==> config.mk <==
export PLATFORM = sky130hd
export DESIGN_NAME = recip_scale_divider
export DESIGN_NICKNAME = d
export VERILOG_FILES = /design/src/rtl/recip_scale_divider.sv
export SDC_FILE = /design/constraint.sdc
export NUM_CORES = 1
export LEC_CHECK = 0
export BUFFER_PORTS_ARGS = -buffer_cell sky130_fd_sc_hd__buf_2
export CAP_MARGIN = 0
export CORE_ASPECT_RATIO = 1.4
export CORE_UTILIZATION = 30
export DETAILED_ROUTE_END_ITERATION = 8
export GPL_TIMING_DRIVEN = 0
export PLACE_DENSITY_LB_ADDON = 0.12
export SETUP_SLACK_MARGIN = 0.15
export SYNTH_ARGS = -nofsm -noshare
export SYNTH_HDL_FRONTEND = slang
export SYNTH_SLANG_ARGS = --single-unit
==> constraint.sdc <==
create_clock -name clk -period 3.5 [get_ports clk]
set_clock_uncertainty 0.2 [all_clocks]
set_input_delay 0.175 -clock clk [delete_from_list [all_inputs] [get_ports clk]]
set_output_delay 0.175 -clock clk [all_outputs]
set_load 0.02 [all_outputs]
==> src/rtl/recip_scale_divider.sv <==
// Reciprocal-scale engine: floor((QMAX(qmode) << FRAC_BITS) / max_abs) via an iterative restoring divider.
// Optional round-to-nearest on the final quotient when RECIP_SCALE_ROUND_EN is defined.
module recip_scale_divider #(
  parameter int DATA_W         = 32,
  parameter int FRAC_BITS      = 24,
  parameter int BITS_PER_CYCLE = 1
) (
  input  logic              clk,
  input  logic              reset_n,
  input  logic              in_valid,
  output logic              in_ready,
  input  logic [DATA_W-1:0] max_abs,
  input  logic [1:0]        qmode,
  output logic              out_valid,
  input  logic              out_ready,
  output logic [DATA_W-1:0] reciprocal_scale,
  output logic              div_by_zero
);

  localparam int N     = DATA_W / BITS_PER_CYCLE;
  localparam int CNT_W = $clog2(N + 1);
  localparam logic [CNT_W-1:0] LAST_CNT = CNT_W'(N - 1);

  typedef enum logic [1:0] {
    IDLE = 2'd0,
    CALC = 2'd1,
    DONE = 2'd2
  } state_t;

  state_t             state;
  state_t             state_nxt;
  logic               armed;
  logic [DATA_W-1:0]  divisor;
  logic [DATA_W-1:0]  quo;
  logic [DATA_W-1:0]  rem;
  logic [CNT_W-1:0]   cnt;
  logic [DATA_W-1:0]  step_rem;
  logic [DATA_W-1:0]  step_quo;
  logic [DATA_W-1:0]  final_q;
  logic               accept;
  logic               last_iter;

  function automatic logic [DATA_W-1:0] qmax(input logic [1:0] mode);
    case (mode)
      2'd1:    qmax = DATA_W'(7);
      2'd2:    qmax = DATA_W'(255);
      default: qmax = DATA_W'(127);
    endcase
  endfunction

  assign accept    = in_valid && in_ready;
  assign last_iter = (state == CALC) && (cnt == LAST_CNT);

  // State register.
  // NOTE: sequential state uses non-blocking assignments so every flop samples pre-edge values.
  always_ff @(posedge clk or negedge reset_n) begin
    if (!reset_n) begin
      state <= IDLE;
      armed <= 1'b0;
    end else begin
      state <= state_nxt;
      armed <= 1'b1;
    end
  end

  // Next-state logic.
  // NOTE: the default assignment up front keeps this block from inferring a latch.
  always_comb begin
    state_nxt = state;
    case (state)
      IDLE: if (accept) state_nxt = (max_abs == '0) ? DONE : CALC;
      CALC: if (last_iter) state_nxt = DONE;
      DONE: if (out_ready) state_nxt = IDLE;
      default: state_nxt = IDLE;
    endcase
  end

  // Handshake outputs; armed holds in_ready low through reset and until the first clock after it.
  always_comb begin
    in_ready  = (state == IDLE) && armed;
    out_valid = (state == DONE);
  end

  // BITS_PER_CYCLE chained restoring steps; the shifted remainder is one bit wider than the divisor.
  always_comb begin
    logic [DATA_W:0] wide;
    wide     = '0;
    step_rem = rem;
    step_quo = quo;
    for (int i = 0; i < BITS_PER_CYCLE; i++) begin
      wide     = {step_rem, step_quo[DATA_W-1]};
      step_quo = {step_quo[DATA_W-2:0], 1'b0};
      if (wide >= {1'b0, divisor}) begin
        wide        = wide - {1'b0, divisor};
        step_quo[0] = 1'b1;
      end
      step_rem = wide[DATA_W-1:0];
    end
  end

`ifdef RECIP_SCALE_ROUND_EN
  // Round half up: 2*remainder >= divisor, saturating at all-ones.
  always_comb begin
    final_q = step_quo;
    if (({step_rem, 1'b0} >= {1'b0, divisor}) && (step_quo != '1))
      final_q = step_quo + DATA_W'(1);
  end
`else
  assign final_q = step_quo;
`endif

  always_ff @(posedge clk or negedge reset_n) begin
    if (!reset_n) begin
      divisor          <= '0;
      quo              <= '0;
      rem              <= '0;
      cnt              <= '0;
      reciprocal_scale <= '0;
      div_by_zero      <= 1'b0;
    end else begin
      if (accept) begin
        if (max_abs == '0) begin
          reciprocal_scale <= '0;
          div_by_zero      <= 1'b1;
        end else begin
          divisor <= max_abs;
          quo     <= qmax(qmode) << FRAC_BITS;
          rem     <= '0;
          cnt     <= '0;
        end
      end else if (state == CALC) begin
        rem <= step_rem;
        quo <= step_quo;
        cnt <= cnt + CNT_W'(1);
        if (last_iter) begin
          reciprocal_scale <= final_q;
          div_by_zero      <= 1'b0;
        end
      end
    end
  end

endmodule

==> summary.md <==
| Metric | Value |
|---|---|
| Pleak | 4.197 nW |
| Slowest CP cell | ha_1 |
| Final Setup Violations | 0 |
| Util after Layout | 37.85% |
| Setup crit end kind | flop |
| Starting Density | 30.41% |
| Syn avg cell area | 9.186 um2 |
| Post-DP Area | 0.008265 mm2 |
| Overall global routing resource usage | 17.79% |
| CTS tree | done |
| Core Box Area | 0.02459 mm2 |
| Cell breakdown of the critical path | inv_1 > ha_1 > a21oi_1 > o21ai_1 > a221oi_2 > o21ai_2 > o31a_1 > a41oi_4 > buf_12 > buf_8 > mux2i_1 > o21ai_1 |
| Max Buffers Root-to-Sink | 2 |
| Most numerous cell on the critical path | o21ai_1 |
| Leading area contributor after synthesis | dfrtp_1 |
| Rows | 68 |
| Main synth FF type | dfrtp_1 |
| Setup crit start kind | flop |
| Slew margin rel. | 39.04% |
| P&R area growth vs syn | 24.46% |
| IO Port Bufs | 72 |
| Post-placement cell count | 1202 |
| Required arrival time at the worst endpoint | 3.59 ns |
| DR vias | 6300 |
| Num CTS Buffers | 17 |
| Dpl ws | -0.1353 ns |
| Worst-path maximum fanout | 10 |
| Min-delay src | qmode[1] |
| DIE WIDTH | 135.4 um |
| Max Transition Viols Final | 0 |
| Die area | 0.02557 mm2 |
| GPL Wtd Cong | 0.8334 |
| Origin of the worst setup path | divisor[2]$_DFFE_PN0P_ |
| Hold Slack | 0.06020 ns |
| Synth cell types | 54 |
| DRC violations left | 0 |
| Vias in the first global route | 6517 |
| Final hold vios | 0 |
| Main area contributors after synthesis | dfrtp_1, nand2_1, ha_1 |
| Hold Path Class | primary input to flop |
| RSZ-0062 raised after global routing | yes |
| Fmax | 0.3097 GHz |
| GR Overflow Total | 0 |
| Initial antenna violation count | 0 |
| Minimum clock period | 3.229 ns |
| Slowest stage delay, CP | 0.37 ns |
| CP Depth | 12 |
| Number of synthesized flops with an enable pin | 0 |
| Largest net degree at the start of global routing | 74 |
| WHS Path Cells | 4 |
| Die H | 188.8 um |
| Status | finished, final reports clean |
| FILL cells | 2573 |
| Setup ws final | 0.2706 ns |
| Syn Nets | 886 |
| HPWL Detailed | 15510 um |
| Clock latency on the worst-skew pair | 0.43 ns |
| Worst r2r src | divisor[2]$_DFFE_PN0P_ |
| Gate Count Post-Synth | 814 |
| Post-synth ARST share | 100.0% |
| Initial drt markers | 256 |
| Average wire per standard cell | 16.82 um |
| Sequential cell area | 0.003453 mm2 |
| Root Buffer | clkbuf_16 |
| Final nets | 1020 |
| Arrival @ worst endpoint | 3.32 ns |
| DRT Wirelength | 21460 um |
| Reg clk slew, reported paths | 0.06 ns |
| Synthesis Warnings | 0 |
| Vias per cell | 4.937 |
| Yosys top cell area share | 46.18% |
| CP Class | flop to flop |
| Period utilization | 92.27% |
| First-pass GRT wire length | 34640 um |
| Crit-path leading delay family | compound AO/OA/AOI/OAI gates |
| Maximum VDD drop | 443.9 uV |
| Clock sink count | 138 |
| Final Instance Area | 0.009306 mm2 |
| H-tree Lvls | 4 |
| Post-Layout Cell Count | 1276 |
| Detailed Routing Iterations Pass 1 | 4 |
| Ant. Diodes | 0 |
| I/O Pins | 73 |
| Max-Cap Viols | 0 |
| Area of the multi-input gates | 0.003671 mm2 |
| Yosys reg bits | 138 |
| WP buf/inv | 3 |
| Layout cells sized above 1 | 17.17% |
| Post-DRT Antenna Nets | 0 |
| Seq/Total Area, Yosys | 46.18% |
| Pwr Density | 980.3 mW/mm2 |
| Cell Area, Synth | 0.007477 mm2 |
| Worst reg-to-reg path cell count | 12 |
| Slew @ Worst Pin | 0.9060 ns |
[cells by family (layout without fill, tap and decap cells)]
| family | Yosys count | count (layout) | synth area share [%] |
|---|---|---|---|
| adders and majority gates | 34 | 34 | 5.790 |
| AOI/OAI and AO/OA | 228 | 228 | 19.09 |
| muxes | 40 | 40 | 5.890 |
| and+or+nand+nor | 254 | 254 | 14.73 |
| DFF | 138 | 138 | 46.18 |
| xor gates and xnor gates | 28 | 28 | 3.280 |
| buffers and inverters | 91 | 238 | 4.986 |
| other | 1 | 1 | 0.05015 |
[worst reg2reg max path, cell delays in order (launching register included)]
cell,delay [ns]
dfrtp_1,0.34
inv_1,0.07
ha_1,0.37
a21oi_1,0.16
o21ai_1,0.16
a221oi_2,0.35
o21ai_2,0.17
o31a_1,0.36
a41oi_4,0.26
buf_12,0.17
buf_8,0.16
mux2i_1,0.25
o21ai_1,0.08
[synthesized netlist by cell type, types with 2 or more instances]
master and count:
a211o_1 4, a211oi_1 3, a21o_1 13, a21oi_1 52
a21oi_2 2, a221oi_2 2, a22o_1 18, a31oi_1 4
a32oi_1 4, and2_1 4, and3_1 5, buf_4 2
buf_6 3, clkbuf_1 43, dfrtp_1 138, ha_1 33
inv_1 42, mux2_2 32, mux2i_1 8, nand2_1 137
nand2b_1 6, nand3_1 28, nand4_1 7, nor2_1 41
nor2b_1 4, nor3_1 9, nor3b_1 2, nor4_1 9
o211ai_1 5, o21a_1 2, o21ai_0 82, o21ai_1 12
o21bai_1 6, o22ai_1 2, o31a_1 2, o31ai_1 4
xnor2_1 14, xor2_1 14
[flip-flops by register name, indices dropped and copies added (netlist names)]
register and cells:
armed 1, cnt 6, div_by_zero 1, divisor 32, quo 32, reciprocal_scale 32, rem 32, state 2
[worst paths after layout]
kind / endpoint / slack (ns)
max in group asynchronous: divisor[4]$_DFFE_PN0P_ / 2.17
worst min-delay path: quo[27]$_DFFE_PN0P_ / 0.06
worst min register to register: div_by_zero$_DFFE_PN0P_ / 0.27
worst max-delay path: rem[19]$_DFFE_PN0P_ / 0.27
worst max register to register: rem[19]$_DFFE_PN0P_ / 0.27
min in group asynchronous: reciprocal_scale[28]$_DFFE_PN0P_ / 0.13
[power by group]
group | internal (mW) | switching [mW] | leakage, nW
sequential | 2.12 | 0.387 | 1.61
combinational | 2.09 | 2.75 | 2.32
clock | 1.03 | 0.752 | 0.271
[repair_timing]
| item | 4_1_cts | 5_1_grt |
|---|---|---|
| setup buffers | 1 | 5 |
| pin swaps | 2 | 3 |
| hold endpoints to repair | 101 | 0 |
| setup endpoints to repair | 32 | 46 |
| hold buffers | 35 | 0 |
| resized for setup | 2 | 18 |
| cloned | 0 | 1 |
[metal layers]
layer | GRT usage (%) | share of wire (%) | vias to the layer above
met3 | 3.228 | 2.6 | 22
met5 | 0 | 0 | -
li1 | - | - | 3116
met2 | 32.88 | 54 | 94
met4 | 5.791 | 1.3 | 0
met1 | 20.22 | 42 | 3068
[cell type report]
cell class | instances | area share [%]
buffer | 49 | 2.501
clock buffer | 21 | 4.948
clock inverter | 11 | 1.183
inverter | 42 | 1.694
multi-input combinational | 585 | 39.45
sequential | 138 | 37.11
tap | 315 | 4.235
timing repair buffer | 115 | 8.887
[through the flow]
stage	total power, mW	TNS [ns]
floorplan	5.934	0
global placement	7.093	-24.86
detailed placement	7.098	-1.677
CTS	8.996	0
global route	9.877	0
finish	9.124	0
[cell usage in the layout (no fill, tap or decap), drive strengths merged, types with 3 or more instances in the layout]
| cell type | n |
|---|---|
| xor2 | 14 |
| nor3 | 9 |
| o21ai | 95 |
| ha | 33 |
| nor2b | 4 |
| clkbuf | 66 |
| mux2 | 32 |
| xnor2 | 14 |
| clkinv | 3 |
| nand2b | 6 |
| dfrtp | 138 |
| and2 | 4 |
| clkinvlp | 3 |
| o21bai | 6 |
| nand4 | 7 |
| nand2 | 137 |
| a32oi | 4 |
| a31oi | 4 |
| inv | 46 |
| and3 | 5 |
| a22o | 18 |
| a21oi | 54 |
| a211o | 4 |
| buf | 84 |
| a21o | 13 |
| o211ai | 5 |
| o31ai | 4 |
| mux2i | 8 |
| a211oi | 3 |
| nor4 | 9 |
| nor2 | 41 |
| dlygate4sd3 | 35 |
| nand3 | 28 |
Note: power is estimated with default switching activity, not from simulation.
